$ cat src/rtl/rx_pkg.sv
// Shared field widths and result-register state encoding for the rx checksum arbiter.
package rx_pkg;
   localparam int DATA_W = 7;
   localparam int CSUM_W = 3;
   localparam int WORD_W = 10;

   typedef enum logic {
      EMPTY = 1'b0,
      FULL  = 1'b1
   } state_t;
endpackage

$ cat src/rtl/rx_csum_check.sv
// Combinational checksum test: the top CSUM_W bits must equal the inverted popcount of the data field.
module rx_csum_check
   import rx_pkg::*;
(
   input  logic [WORD_W-1:0] word,
   output logic              ok
);

   logic [CSUM_W-1:0] pc;

   always_comb begin
      pc = '0;
      for (int i = 0; i < DATA_W; i++) begin
         pc = pc + CSUM_W'(word[i]);
      end
      ok = (word[WORD_W-1:DATA_W] == ~pc);
   end

endmodule

$ cat src/rtl/rx_check_arbiter.sv
// Two-channel round-robin arbiter feeding a one-entry checked-result register.
// Optional per-channel error counters are built only when RX_CHECK_ERR_CNT_EN is defined.
module rx_check_arbiter
   import rx_pkg::*;
#(
   parameter int CNT_W = 8
) (
   input  logic              clk,
   input  logic              rst_n,
   input  logic              req0_valid,
   input  logic [WORD_W-1:0] req0_word,
   output logic              req0_ready,
   input  logic              req1_valid,
   input  logic [WORD_W-1:0] req1_word,
   output logic              req1_ready,
   output logic              res_valid,
   input  logic              res_ready,
   output logic [DATA_W-1:0] res_data,
   output logic              res_ok,
   output logic              res_src,
   input  logic              err_clr,
   output logic [CNT_W-1:0]  err_cnt0,
   output logic [CNT_W-1:0]  err_cnt1
);

   state_t            state_q, state_d;
   logic              last_grant_q;
   logic              grant;
   logic              can_accept;
   logic              accept;
   logic [WORD_W-1:0] word_sel;
   logic              ok_sel;

   // On a tie the channel not granted last wins; a lone requester always wins.
   always_comb begin
      if (req0_valid && req1_valid) grant = ~last_grant_q;
      else                          grant = req1_valid;
   end

   assign can_accept = (state_q == EMPTY) || res_ready;
   assign accept     = rst_n && can_accept && (req0_valid || req1_valid);
   assign req0_ready = accept && !grant;
   assign req1_ready = accept && grant;
   assign word_sel   = grant ? req1_word : req0_word;

   rx_csum_check u_csum (
      .word (word_sel),
      .ok   (ok_sel)
   );

   always_comb begin
      state_d = state_q;
      case (state_q)
         EMPTY:   if (accept) state_d = FULL;
         FULL:    if (res_ready && !accept) state_d = EMPTY;
         default: state_d = EMPTY;
      endcase
   end

   always_ff @(posedge clk) begin
      if (!rst_n) begin
         state_q      <= EMPTY;
         last_grant_q <= 1'b1;
         res_data     <= '0;
         res_ok       <= 1'b0;
         res_src      <= 1'b0;
      end else begin
         state_q <= state_d;
         if (accept) begin
            last_grant_q <= grant;
            res_data     <= word_sel[DATA_W-1:0];
            res_ok       <= ok_sel;
            res_src      <= grant;
         end
      end
   end

   assign res_valid = (state_q == FULL);

`ifdef RX_CHECK_ERR_CNT_EN
   logic [CNT_W-1:0] cnt0_q, cnt1_q;

   function automatic logic [CNT_W-1:0] sat_inc(input logic [CNT_W-1:0] c);
      return (&c) ? c : c + CNT_W'(1);
   endfunction

   // Clear beats a same-cycle increment.
   always_ff @(posedge clk) begin
      if (!rst_n || err_clr) begin
         cnt0_q <= '0;
         cnt1_q <= '0;
      end else if (accept && !ok_sel) begin
         if (grant) cnt1_q <= sat_inc(cnt1_q);
         else       cnt0_q <= sat_inc(cnt0_q);
      end
   end

   assign err_cnt0 = cnt0_q;
   assign err_cnt1 = cnt1_q;
`else
   logic unused_err_clr;
   assign unused_err_clr = err_clr;
   assign err_cnt0       = '0;
   assign err_cnt1       = '0;
`endif

endmodule

$ cat config.mk
export PLATFORM = sky130hd
export DESIGN_NAME = rx_check_arbiter
export DESIGN_NICKNAME = d
export VERILOG_FILES = /design/src/rtl/rx_pkg.sv /design/src/rtl/rx_csum_check.sv /design/src/rtl/rx_check_arbiter.sv
export SDC_FILE = /design/constraint.sdc
export NUM_CORES = 1
export LEC_CHECK = 0
export BUFFER_PORTS_ARGS = -buffer_cell sky130_fd_sc_hd__buf_2
export CELL_PAD_IN_SITES_DETAIL_PLACEMENT = 0
export CELL_PAD_IN_SITES_GLOBAL_PLACEMENT = 1
export CORE_MARGIN = 1.5
export CORE_UTILIZATION = 31
export CTS_CLUSTER_SIZE = 14
export DETAILED_ROUTE_END_ITERATION = 7
export PLACE_DENSITY_LB_ADDON = 0.1
export SLEW_MARGIN = 20
export SYNTH_ARGS = -nofsm -noshare
export SYNTH_HDL_FRONTEND = slang
export SYNTH_SLANG_ARGS = --single-unit
$ cat constraint.sdc
create_clock -name clk -period 10 [get_ports clk]
set_input_delay 0 -clock clk [delete_from_list [all_inputs] [get_ports clk]]
set_output_delay 0 -clock clk [all_outputs]
set_load 0.1 [all_outputs]
# Yosys cells after proc, flatten, opt, wreduce, memory -nomap -nowiden
# Index checks and enable logic that the tools add are counted.
# totals
register_bits,11
latch_bits,0
ramBits,0
rom_bits,0
in_bits,26
wordCells,30
mem_count,0
# classes
add_sub_neg,6
mul,0
n_div,0
magnitude_cmp,0
eq_ne,1
shift,0
muxes,5
n_bitwise,3
n_reduce_logical,10
# ops
op,n
3-bit by 1-bit adder with 3-bit output,5
10-bit two-way mux,1
1-bit logical AND,6
3-bit == test,1
1-bit two-way mux,3
3-bit inverter,1
1-bit by 1-bit adder with 2-bit output,1
1-bit zero test,2
1-bit logical OR,2
1-bit inverter,2
1-bit case mux with 2 select lines,1

# Logic depth before layout (Yosys ltp)
# logic_depth
word_depth,11
depth_mapped,14

# By module
# From an unflattened synthesis, not the netlist that was laid out.
# unflattened
cells_unflattened,86
area_unflattened_um2,857.1
# modules_own_cells
module,instances,cells_per_inst,area_per_inst_um2,seq_area_each_um2
rx_check_arbiter,1,72,718.2,220.2
rx_csum_check,1,14,138.9,0.0

# Least setup slack after synthesis
# No wires, ideal clock.
# synth_path
kind,flip-flop to flip-flop
startpoint,register last_grant_q
endpoint,register res_ok
arrival_time_ns,3.461
required_ns,9.916
slack_ns,6.455
stages_incl_launch_ff,15
path_buffers,0
period_less_slack_ns,3.545
cell_sequence,dfxtp_1 a21boi_4 mux2_2 ha_1 inv_1 fa_1 fa_1 inv_1 ha_1 inv_1 fa_1 xnor2_1 nor2_2 a211o_1 o31ai_2
# synth_between
elab_chain_len,11
# synth_lines
item,line_no,text
from (decl),rx_check_arbiter.sv:27,logic last_grant_q;
from (signal assigned),rx_check_arbiter.sv:70,last_grant_q <= grant;
1-bit inverter,rx_check_arbiter.sv:36,if (req0_valid && req1_valid) grant = ~last_grant_q;
1-bit two-way mux,rx_check_arbiter.sv:36,
10-bit two-way mux,rx_check_arbiter.sv:44,assign word_sel = grant ? req1_word : req0_word;
via u_csum.word[1],rx_csum_check.sv:5,"input logic [WORD_W-1:0] word,"
1-bit by 1-bit adder with 2-bit output,rx_csum_check.sv:14,pc = pc + CSUM_W'(word[i]);
3-bit by 1-bit adder with 3-bit output (5 in a row),rx_csum_check.sv:14,
3-bit inverter,rx_csum_check.sv:16,ok = (word[WORD_W-1:DATA_W] == ~pc);
3-bit == test,rx_csum_check.sv:16,
to (signal assigned),rx_check_arbiter.sv:72,res_ok <= ok_sel;
to (decl),rx_check_arbiter.sv:19,"output logic res_ok,"
# The timed path passes the listed nets, and every way through them passes these cells.
# A chain may end at the register's enable or synchronous reset.

# Final worst setup path
# Ends and elaborated chain as after synthesis.

==> impl_metrics.py <==
metrics = {
    "placement": {
        "dp_hpwl_microns": 1240,
        "place_ws_ps": 5940,
        "gp_congestion": 0.675,
        "port_buffers": 36,
    },
    "final_layout": {
        "final_cell_mix": "buf_2 (36), conb_1 (16), dfxtp_1 (11)",
        "multi_input_area_sq_um": 494,
        "final_common_cell": "buf_2",
        "seqCellArea_sq_um": 220,
        "drive_gt1_share_pct": 39.8,
        "area_growth_syn_to_layout_pct": 19.1,
        "n_antenna_cell": 0,
        "nets": 156,
        "fillers": 273,
    },
    "hold_path": {
        "hold_class": "input port to register",
        "min_from": "rst_n",
        "hold_end": "last_grant_q",
        "whs_path_depth": 2,
    },
    "yosys": {
        "syn_area_sq_um": 827,
        "synth.area.top_cells": "dfxtp_1 (27%), buf_4 (15%), mux2_2 (8.2%)",
        "avgSynthCellArea_sq_um": 9.51,
        "synth_largest_area_cell": "dfxtp_1",
        "synth.distinct_cells": 26,
        "ys_seq_elements": 11,
        "seq_area_frac_synth_pct": 26.6,
        "synthCells": 87,
        "ys.warnings.count": 0,
        "synth_top_area_share_pct": 26.6,
    },
    "setup_path": {
        "cp-start-kind": "register",
        "reg2reg_from": "last_grant_q",
        "cp.required_ps": 10180,
        "crit_chain": "a21boi_4, mux2_2, ha_1, inv_1, fa_1, fa_1, inv_1, ha_1, inv_1, fa_1, xnor2_1, nor2_2, a211o_1, o31ai_2",
        "crit_type": "register to register",
        "path_max_fanout": 13,
        "cp.arrival_ps": 4200,
        "r2r_cells": 14,
        "reg2reg_setup_slack_ps": 5980,
        "slowest_delay_ps": 490,
        "timing.rr.end": "res_ok",
        "critical_path.slowest_cell": "fa_1",
        "cp-end-kind": "register",
    },
    "floorplan": {
        "initial_core_util_pct": 33.1,
        "core_sq_um": 2500,
        "num_rows": 18,
        "fp.dieW_microns": 54.7,
        "fp.dieH_microns": 54.7,
        "io_pins": 54,
        "design.die.area_sq_um": 2990,
    },
    "power_and_ir_drop": {
        "p_per_area_nw_per_um2": 204,
        "switching_share_pct": 53.4,
        "seqPwrFrac_pct": 25.3,
        "clock_power_share_pct": 14.8,
        "p_sw_w": 0.000107,
        "leakagePower_nw": 0.522,
        "internal_power_w": 0.0000936,
        "pwr-share-comb_pct": 59.9,
        "ir_drop_mv": 0.0814,
    },
    "run_status": {
        "status": "complete, no violations",
    },
    "sta": {
        "finalHoldViolations": 0,
        "tns_ps": 0,
        "fin_skew_ps": 0.248,
        "worst_slew_pin_slew_ps": 643,
        "fin_ws_ps": 5980,
        "slew_viol_final": 0,
        "fin_crit_ps": 4020,
        "timing.hold.ws_ps": 23.5,
        "rsz0062_at_grt": "false",
        "timing.final.crit_share_pct": 40.2,
        "max-slew-margin-rel_pct": 57.0,
        "final-setup-viol-count": 0,
        "max_freq_mhz": 249,
    },
    "clock_network": {
        "cts_num_sinks": 11,
        "cts_made_buffers": 3,
        "clk_path_buf_depth": 2,
        "cts-root-buf": "clkbuf_4",
        "clk_pin_slew_ps": 70,
        "post_cts_resized": 0,
        "htreeDepth": 1,
        "ctsHoldBuffers": 0,
        "cts_setup_buffers": 0,
        "cts_tree": "built",
        "clk_latency_ps": 260,
    },
    "global_routing": {
        "antenna_found_initial": 0,
        "grt_usage_pct": 11.5,
        "first_global_vias": 568,
        "grt_pass1_wl_microns": 2350,
        "grt-ovfl-total": 0,
        "grt_start_max_net_pins": 18,
    },
    "drt": {
        "drt_iter0_drc": 2,
        "routed_via_density": 4.13,
        "wl_per_cell_microns": 9.71,
        "wl_microns": 1490,
        "vias": 632,
        "antenna_left": 0,
        "first_pass_iters": 3,
        "drcViolationCount": 0,
    },
    "job": {
        "cap_violations": 0,
    },
}
## synth_stat cells, drive strengths merged
master,number
buf,17
dfxtp,11
inv,7
mux2,6
mux2i,6
nand3,6
o21ai,4
a21boi,3
and2,3
fa,3
ha,3
nor2,3
xor2,3
clkbuf,2
nand2,2
xnor2,2
a211o,1
conb,1
nand2b,1
nand3b,1
o31ai,1
or2,1
## worst max-delay path by stage
stage,startpoint,endpoint,slack [ps]
after detailed placement,last_grant_q,res_ok,5940
after CTS,last_grant_q,res_ok,5920
after global routing,last_grant_q,res_ok,5780
after floorplan,last_grant_q,res_ok,6450
after global placement,last_grant_q,res_ok,6000
final,last_grant_q,res_ok,5980
## flip-flops by register name, summed over array words and instances (netlist names)
signal and flops:
res_data 7, res_valid 1, res_ok 1, last_grant_q 1, res_src 1
## layout make-up
class / count / share of cell area, %
clock buffers: 4 / 2.67
inverters: 7 / 2.67
multi-input cells: 65 / 50.2
repair buffers: 36 / 18.3
well taps: 30 / 3.81
flip-flops and latches: 11 / 22.4
## worst max-delay path, delay by kind of cell, from the launching register on
| family | cells | cell delay (ps) |
|---|---|---|
| flip-flops | 1 | 340 |
| AO/OA/AOI/OAI | 3 | 930 |
| multiplexers | 1 | 410 |
| buffers and inverters | 3 | 170 |
| adder cells (fa/ha/maj) | 5 | 1840 |
| XOR/XNOR | 1 | 200 |
| AND/OR/NAND/NOR | 1 | 40 |
## cells by family (layout without fill, tap and decap cells)
family                     after synthesis  after routing  share of synthesized area, %
muxes                                   12             12                          15.4
AOI/OAI and AO/OA                        9              9                          9.08
and+or+nand+nor                         17             17                          10.9
xor gates and xnor gates                 5              5                          5.30
DFF                                     11             11                          26.6
buffers and inverters                   26             47                          20.4
adders and majority gates                6              6                          11.8
other                                    1             16                         0.453
## routing by layer
layer / vias up / track usage, % / routed length, microns / share of wire, %
met4: 0 / 7.50 / 19 / 1.3
met3: 2 / 2.46 / 92 / 6.2
met1: 279 / 12.9 / 662 / 45
met5: - / 0 / 0 / 0
met2: 25 / 19.2 / 712 / 48
li1: 326 / - / - / -
## metrics by stage
stage | power (W) | utilization [%] | instance area, sq um | std cells
CTS | 0.000205 | 39.4 | 985 | 153
global route | 0.000216 | 39.4 | 985 | 153
global placement | 0.000173 | 38.3 | 958 | 149
finish | 0.000201 | 39.4 | 985 | 153
detailed placement | 0.000174 | 38.3 | 958 | 149
floorplan | 0.000162 | - | 883 | 102
## power by group through the flow
stage               clock (W)  combinational [W]  sequential, W
floorplan                   0          0.0000767      0.0000851
global placement            0           0.000121      0.0000520
detailed placement          0           0.000122      0.0000520
CTS                 0.0000316           0.000122      0.0000510
global route        0.0000347           0.000129      0.0000517
finish              0.0000298           0.000120      0.0000509
No activity file was read; power rests on OpenSTA's default activity.
